$ cat src/rtl/bcd_conv_pkg.sv
// Shared types and constants for the sequential binary-to-BCD converter.
// Latency: n/a (package only).
// Backpressure: n/a (package only).
package bcd_conv_pkg;

  typedef enum logic [1:0] {
    IDLE = 2'd0,
    CONV = 2'd1,
    DONE = 2'd2
  } state_t;

  localparam int BCD_BASE  = 10;
  localparam int BCD_DIG_W = 4;

  // Largest value representable in ndig decimal digits: 10^ndig - 1.
  function automatic logic [63:0] bcd_max_val(input int ndig);
    logic [63:0] v;
    v = 64'd1;
    for (int i = 0; i < ndig; i++) begin
      v = v * 64'(BCD_BASE);
    end
    return v - 64'd1;
  endfunction

endpackage

$ cat src/rtl/bcd_conv_seq_div10_step.sv
// Combinational divide-by-10 step: q = x / 10, r = x % 10.
// Latency: 0 cycles (pure combinational).
// Backpressure: none; the caller decides when to use the result.
// Ports: x (DATA_W) dividend; q (DATA_W) quotient; r (4) remainder 0..9.
module div10_step
  import bcd_conv_pkg::*;
#(
  parameter int DATA_W = 16
) (
  input  logic [DATA_W-1:0] x,
  output logic [DATA_W-1:0] q,
  output logic [3:0]        r
);

  localparam logic [DATA_W-1:0] TEN = DATA_W'(BCD_BASE);

  assign q = x / TEN;
  // Remainder is always below 10, so the low nibble holds it exactly.
  assign r = 4'(x % TEN);

endmodule

$ cat src/rtl/bcd_conv_seq.sv
// Sequential binary-to-BCD converter; one decimal digit per clock through a shared div10 step.
// Latency: out_valid rises NDIG edges after the accept edge; one item in flight, no bypass.
// Backpressure: result held stable in DONE until out_ready; in_ready low from accept to handshake.
// Ports: clk/rst (sync, active-high); bin_in/in_valid/in_ready input handshake;
//        bcd_out/ovf/out_valid/out_ready output handshake (digit 0 at [3:0]); busy = converting.
// Option: define BCD_SAT_EN to clamp inputs above 10^NDIG-1 to all nines (ovf still set);
//         without it the low NDIG decimal digits are produced.
module bcd_conv_seq
  import bcd_conv_pkg::*;
#(
  parameter int DATA_W = 16,
  parameter int NDIG   = 4
) (
  input  logic                      clk,
  input  logic                      rst,
  input  logic [DATA_W-1:0]         bin_in,
  input  logic                      in_valid,
  output logic                      in_ready,
  output logic [BCD_DIG_W*NDIG-1:0] bcd_out,
  output logic                      out_valid,
  input  logic                      out_ready,
  output logic                      ovf,
  output logic                      busy
);

  localparam int          OUT_W   = BCD_DIG_W * NDIG;
  localparam int          CNT_W   = $clog2(NDIG + 1);
  localparam logic [63:0] MAX_VAL = bcd_max_val(NDIG);

  state_t              state_q,   state_d;
  logic [DATA_W-1:0]   work_q,    work_d;
  logic [CNT_W-1:0]    cnt_q,     cnt_d;
  logic [OUT_W-1:0]    bcd_q,     bcd_d;
  logic                ovf_q,     ovf_d;
  logic                in_rdy_q,  in_rdy_d;
  logic                out_vld_q, out_vld_d;
  logic                busy_q,    busy_d;

  logic [DATA_W-1:0]   step_q;
  logic [3:0]          step_r;
  logic                ovf_in;

  div10_step #(.DATA_W(DATA_W)) u_div10 (
    .x (work_q),
    .q (step_q),
    .r (step_r)
  );

  assign ovf_in = (64'(bin_in) > MAX_VAL);

  always_comb begin
    state_d = state_q;
    work_d  = work_q;
    cnt_d   = cnt_q;
    bcd_d   = bcd_q;
    ovf_d   = ovf_q;
    case (state_q)
      IDLE: begin
        if (in_valid) begin
`ifdef BCD_SAT_EN
          // Overflow only happens when MAX_VAL fits in DATA_W, so the slice is exact.
          work_d = ovf_in ? MAX_VAL[DATA_W-1:0] : bin_in;
`else
          work_d = bin_in;
`endif
          ovf_d   = ovf_in;
          cnt_d   = '0;
          state_d = CONV;
        end
      end
      CONV: begin
        // Remainders enter at the top; after NDIG shifts the first one is at [3:0].
        bcd_d  = {step_r, bcd_q[OUT_W-1:BCD_DIG_W]};
        work_d = step_q;
        cnt_d  = cnt_q + CNT_W'(1);
        if (cnt_q == CNT_W'(NDIG - 1)) begin
          state_d = DONE;
        end
      end
      DONE: begin
        if (out_ready) begin
          state_d = IDLE;
        end
      end
      default: state_d = IDLE;
    endcase
    // Handshake/status outputs are registered decodes of the next state.
    in_rdy_d  = (state_d == IDLE);
    out_vld_d = (state_d == DONE);
    busy_d    = (state_d == CONV);
  end

  always_ff @(posedge clk) begin
    if (rst) begin
      state_q   <= IDLE;
      work_q    <= '0;
      cnt_q     <= '0;
      bcd_q     <= '0;
      ovf_q     <= 1'b0;
      in_rdy_q  <= 1'b1;
      out_vld_q <= 1'b0;
      busy_q    <= 1'b0;
    end else begin
      state_q   <= state_d;
      work_q    <= work_d;
      cnt_q     <= cnt_d;
      bcd_q     <= bcd_d;
      ovf_q     <= ovf_d;
      in_rdy_q  <= in_rdy_d;
      out_vld_q <= out_vld_d;
      busy_q    <= busy_d;
    end
  end

  assign in_ready  = in_rdy_q;
  assign out_valid = out_vld_q;
  assign bcd_out   = bcd_q;
  assign ovf       = ovf_q;
  assign busy      = busy_q;

endmodule

$ cat config.mk
export PLATFORM = sky130hd
export DESIGN_NAME = bcd_conv_seq
export DESIGN_NICKNAME = d
export VERILOG_FILES = /design/src/rtl/bcd_conv_pkg.sv /design/src/rtl/bcd_conv_seq_div10_step.sv /design/src/rtl/bcd_conv_seq.sv
export SDC_FILE = /design/constraint.sdc
export NUM_CORES = 1
export LEC_CHECK = 0
export CORE_ASPECT_RATIO = 1.5
export CORE_MARGIN = 5
export CORE_UTILIZATION = 53
export DETAILED_ROUTE_END_ITERATION = 8
export PLACE_DENSITY = 0.77
export SYNTH_ARGS = -nofsm -noshare
export SYNTH_HDL_FRONTEND = slang
export SYNTH_SLANG_ARGS = --single-unit
$ cat constraint.sdc
create_clock -name clk -period 4.2 [get_ports clk]
set_clock_uncertainty 0.1 [all_clocks]
set_input_delay 1.26 -clock clk [delete_from_list [all_inputs] [get_ports clk]]
set_output_delay 1.26 -clock clk [all_outputs]
set_load 0.005 [all_outputs]
# Word-level counts from Yosys, hierarchy flattened
# Cells that the tools add are included.
# W data, S select, Z words.
[word_totals]
in_bits = 20
out_inout_bits = 20
wordCells = 31
register_bits = 41
[classes]
magnitude_cmp = 1
n_reduce_logical = 5
n_mux = 8
addsub = 1
eq_ne = 6
n_div = 2
[op_table]
columns = ["cell", "n"]
rows = [
  ["$pmux W16 S2", 1],
  ["$div A16 B4 Y16 const B", 1],
  ["$gt A16 B14 Y1 const B", 1],
  ["$mod A16 B4 Y16 const B", 1],
  ["$mux W16", 1],
  ["$mux W2", 3],
  ["$pmux W2 S3", 1],
  ["$pmux W3 S2", 1],
  ["$eq A2 B1 Y1 const B", 2],
  ["$eq A2 B2 Y1 const B", 2],
  ["$logic_not A2 Y1", 2],
  ["$reduce_and A2 Y1", 2],
  ["$add A3 B1 Y3 const B", 1],
  ["$eq A3 B2 Y1 const B", 1],
  ["$mux W3", 1],
  ["$ne A2 B2 Y1 const B", 1],
  ["$reduce_bool A2 Y1", 1],
]

# Longest topological paths before layout
[logic_depth]
depth_word = 4
ltp_mapped = 20

# Hierarchy
# From an unflattened synthesis, not the netlist that was laid out.
[unflattened]
cells_unflattened = 529
hier_area_um2 = 3938.8
[by_module_without_submodules]
columns = ["module", "cells_each", "area_each_um2", "instances"]
rows = [
  ["div10_step", 349, 2289.7, 1],
  ["bcd_conv_seq", 180, 1649.1, 1],
]

# Worst setup path after synthesis
# Ideal clock, no wire load.
[synth_timing]
path_kind = "reg-to-reg"
from = "reg work_q[15]"
to = "reg bcd_q[13] (netlist: bcd_out[13])"
path_buffers = 2
t_required_ps = 3975
path_slack_ps = -113
period_less_slack_ps = 4313
setup_time_ps = 125
arrival_time_ps = 4088
stages_incl_launch_ff = 18
path_cell_list = "dfxtp_1 buf_6 buf_6 nor2b_1 a21oi_2 xnor2_1 mux4_2 o22ai_2 a211oi_4 a211oi_2 mux2_2 and3_1 a31oi_1 o211a_1 nor3_1 or4_1 o41ai_2 nand2_1"
[synth_via]
elab_chain_cells = 1
[synth_rtl]
columns = ["item", "line_no", "text"]
rows = [
  ["start: declaration", "bcd_conv_seq.sv:31", "logic [DATA_W-1:0] work_q, work_d;"],
  ["start signal: assignment", "bcd_conv_seq.sv:105", "work_q <= work_d;"],
  ["$mod A16 B4 Y16", "bcd_conv_seq_div10_step.sv:19", "assign r = 4'(x % TEN);"],
  ["end signal: assignment", "bcd_conv_seq.sv:98", "bcd_q <= '0;"],
  ["end signal: assignment", "bcd_conv_seq.sv:107", "bcd_q <= bcd_d;"],
  ["end: declaration", "bcd_conv_seq.sv:33", "logic [OUT_W-1:0] bcd_q, bcd_d;"],
]
# Every way passes these cells.
# A chain may end at the register's enable or synchronous reset.

# Worst setup path in the final report
[layout_timing]
from = "reg work_q[15]"
to = "reg bcd_q[15] (netlist: bcd_out[15])"
# The elaborated chain is that of the path after synthesis.

==> summary.md <==
| Metric | Value |
|---|---|
| Simple-Gate Fraction of Synth Area | `0.2808` |
| Pwr Density | `388.2 mW/mm^2` |
| FF-to-FF End | `bcd_out[15]` |
| Arrival @ worst endpoint | `4.76 ns` |
| Post-synthesis mux area share | `0.02414` |
| Synthesis-to-layout area growth | `54.89%` |
| VDD IR-drop max | `477.0 uV` |
| Vias per inst | `7.143` |
| DRC Markers | `0` |
| Largest family of logic cells by synthesized area | `compound AO/OA/AOI/OAI gates` |
| Share of cells above drive strength 1 | `0.3493` |
| Dpl hpwl | `10.79 mm` |
| Max-slew headroom | `0.3162` |
| Register area share after synthesis | `0.2084` |
| Sink Count | `41` |
| Hold Fails Final Rpt | `0` |
| Post-synthesis net count | `555` |
| Failing checks | `setup timing` |
| Global-route wire length before repair | `24.56 mm` |
| Max_cap viols | `0` |
| CTS buffer count | `5` |
| Hold Crit Class | `register to register` |
| Status | `complete, but fails checks` |
| Setup TNS | `-2.424 ns` |
| Port-buffer cells | `39` |
| Row cnt | `38` |
| Max Fclk | `0.2148 GHz` |
| Initial Util | `0.5450` |
| Core Area | `0.007227 sq mm` |
| Setup ws final | `-0.4562 ns` |
| CP required | `4.31 ns` |
| Initial antenna violation count | `0` |
| Xor and xnor area share after synthesis | `0.01334` |
| Most common library cell in the layout ignoring fill and taps | `buf_4` |
| Die Y | `115.6 um` |
| Vias | `5479` |
| R2R Setup Slk | `-0.46 ns` |
| Predominant post-synthesis flop cell | `dfxtp_1` |
| Final cell utilization of the core | `0.8442` |
| GRT Total Usage | `0.3295` |
| Crit Path Category | `register to register` |
| Slew Viols, Final | `0` |
| CP Launch Type | `register` |
| CTS root buf | `clkbuf_8` |
| CP endpoint kind | `register` |
| Io pins | `40` |
| Pwr Total | `0.002368 W` |
| Drt wl/cell | `22.79 um` |
| Sequential Area | `833.3 sq um` |
| CP endpoint | `bcd_out[15]` |
| Post-Layout Inst Area | `0.006101 sq mm` |
| Mean post-synth cell area | `7.390 sq um` |
| Die extent in x | `80.39 um` |
| Initial DRT Pass Iterations | `8` |
| FILL cells | `409` |
| H-tree levels | `2` |
| Compound-Gate Fraction of Synth Area | `0.3872` |
| Multi-input logic area | `0.003349 sq mm` |
| Final net count | `688` |
| Number of global-route vias before repair | `5140` |
| Reg clk slew, reported paths | `0.09 ns` |
| Later-pin clock latency in the skew report | `0.30 ns` |
| Total die area | `0.009291 sq mm` |
| Synthesized instance count | `533` |
| Async S/R FF share, synth | `0` |
| EDFF count, synth | `0` |
| Yosys Warn Count | `0` |
| Highest fanout seen on the critical path | `6` |
| Worst reg2reg startpoint | `work_q[15]` |
| CTS tree | `done` |
| Placement-stage cell area | `0.005132 sq mm` |
| Adder-Cell Fraction of Synth Area | `0.008895` |
| Post-Syn Area | `0.003939 sq mm` |
| FF-to-FF path depth | `17` |
| RSZ-0062 raised after global routing | `yes` |
| Iteration-0 DRC Markers | `801` |
| CTS Buffer Depth | `2` |
| Remaining antenna violation count | `0` |
| Unique masters post-synth | `95` |
| Fin crit period | `4.656 ns` |
| Placer congestion estimate | `0.9525` |
| Final setup fails | `7` |
| Commonest non-fill, non-tap cells in the layout | `buf_4, nand2_1, nor2_1` |
| # diodes | `0` |
| Largest net degree at the start of global routing | `24` |
| Total gr overflow | `0` |
| Pre-CTS setup slack | `-0.6494 ns` |
| Crit. Startpoint | `work_q[15]` |
| Measured slew at the worst slew-check pin | `1.022 ns` |
| Final period utilization | `1.109` |
| WL final | `17.48 mm` |
| Static leakage | `2.321 nW` |
| FF+latch count, synth | `41` |
[critical path, stage by stage (launching register included)]
cell      delay, ns
dfxtp_4        0.38
buf_12         0.14
nand2b_1       0.19
a211oi_4       0.40
a31oi_1        0.17
a211o_1        0.30
mux2i_1        0.13
nand3b_1       0.33
and2_4         0.28
o41a_1         0.46
and2_4         0.21
o31a_1         0.28
a22o_4         0.28
buf_12         0.14
o221a_1        0.26
a311oi_2       0.19
a21oi_1        0.07
o31ai_1        0.23
[report_power, final]
part	internal, W	total, W	switching [W]
combinational	0.000713	0.00148	0.000772
sequential	0.000421	0.000492	0.0000703
clock	0.000239	0.000392	0.000153
[metal layers]
layer,track usage,routed length (um)
met3,0.04121,1326
met4,0.1973,1552
met2,0.6045,8623
met5,0,0
met1,0.3535,5981
[cell usage after synthesis, types with 6 or more instances]
| cell | count | share of area |
|---|---|---|
| a21oi_1 | 42 | 0.053 |
| a22oi_1 | 12 | 0.023 |
| clkbuf_1 | 26 | 0.025 |
| nor4_1 | 6 | 0.0095 |
| nand4_1 | 7 | 0.011 |
| nor2b_1 | 9 | 0.014 |
| a21o_1 | 6 | 0.011 |
| nand3_1 | 15 | 0.019 |
| dfxtp_1 | 41 | 0.21 |
| a211oi_1 | 12 | 0.023 |
| nor2_1 | 45 | 0.043 |
| and2_1 | 7 | 0.011 |
| nor3_1 | 11 | 0.014 |
| o2111ai_1 | 6 | 0.013 |
| o211ai_1 | 6 | 0.011 |
| o21ai_0 | 23 | 0.029 |
| a221oi_1 | 7 | 0.016 |
| a211o_1 | 6 | 0.013 |
| a31oi_1 | 9 | 0.014 |
| nand2_1 | 58 | 0.055 |
| inv_1 | 10 | 0.0095 |
| nand3b_1 | 8 | 0.015 |
| buf_2 | 12 | 0.015 |
[state kept, by name, summed over array words and instances, names as in the netlist]
name / count
out_valid: 1
bcd_out: 16
in_ready: 1
work_q: 16
cnt_q: 3
ovf: 1
busy: 1
state_q: 2
[how the worst min path moves through the flow]
stage | from | to | slack [ns] | cells past startpoint
2_1_floorplan | work_q[0] | bcd_out[12] | 0.33 | 2
3_3_place_gp | bcd_out[1] | bcd_out[1] | 0.34 | 2
3_5_place_dp | bcd_out[0] | bcd_out[0] | 0.35 | 2
4_1_cts | bcd_out[1] | bcd_out[1] | 0.37 | 2
5_1_grt | bcd_out[1] | bcd_out[1] | 0.40 | 2
6_report | bcd_out[1] | bcd_out[1] | 0.36 | 2
[final cells by class]
class / instances / area share
multi-input combinational: 428 / 0.5490
timing repair buffer: 175 / 0.2621
sequential: 41 / 0.1366
tap: 100 / 0.02051
clock buffer: 5 / 0.01128
clock inverter: 3 / 0.01128
inverter: 15 / 0.009229
[logic make-up after synthesis]
kind of cell,after synthesis
xor+xnor,6
mux,8
simple gates,208
fa+ha+maj,3
buf+inv,64
flops,41
compound gates,203
[per-stage QoR]
step | cells | hold slack [ns]
detailed placement | 741 | 0.3525
CTS | 752 | 0.3665
finish | 767 | 0.3648
global route | 767 | 0.4004
floorplan | 533 | 0.3315
global placement | 741 | 0.3438
[what timing repair did]
item / CTS / global route
setup endpoints to repair: 7 / 7
pin swaps: 15 / 42
gates resized for setup: 44 / 86
buffers inserted: 3 / 13
cloned: 0 / 4
hold buffers: 0 / 0
Power figures use the tool's default switching activity.
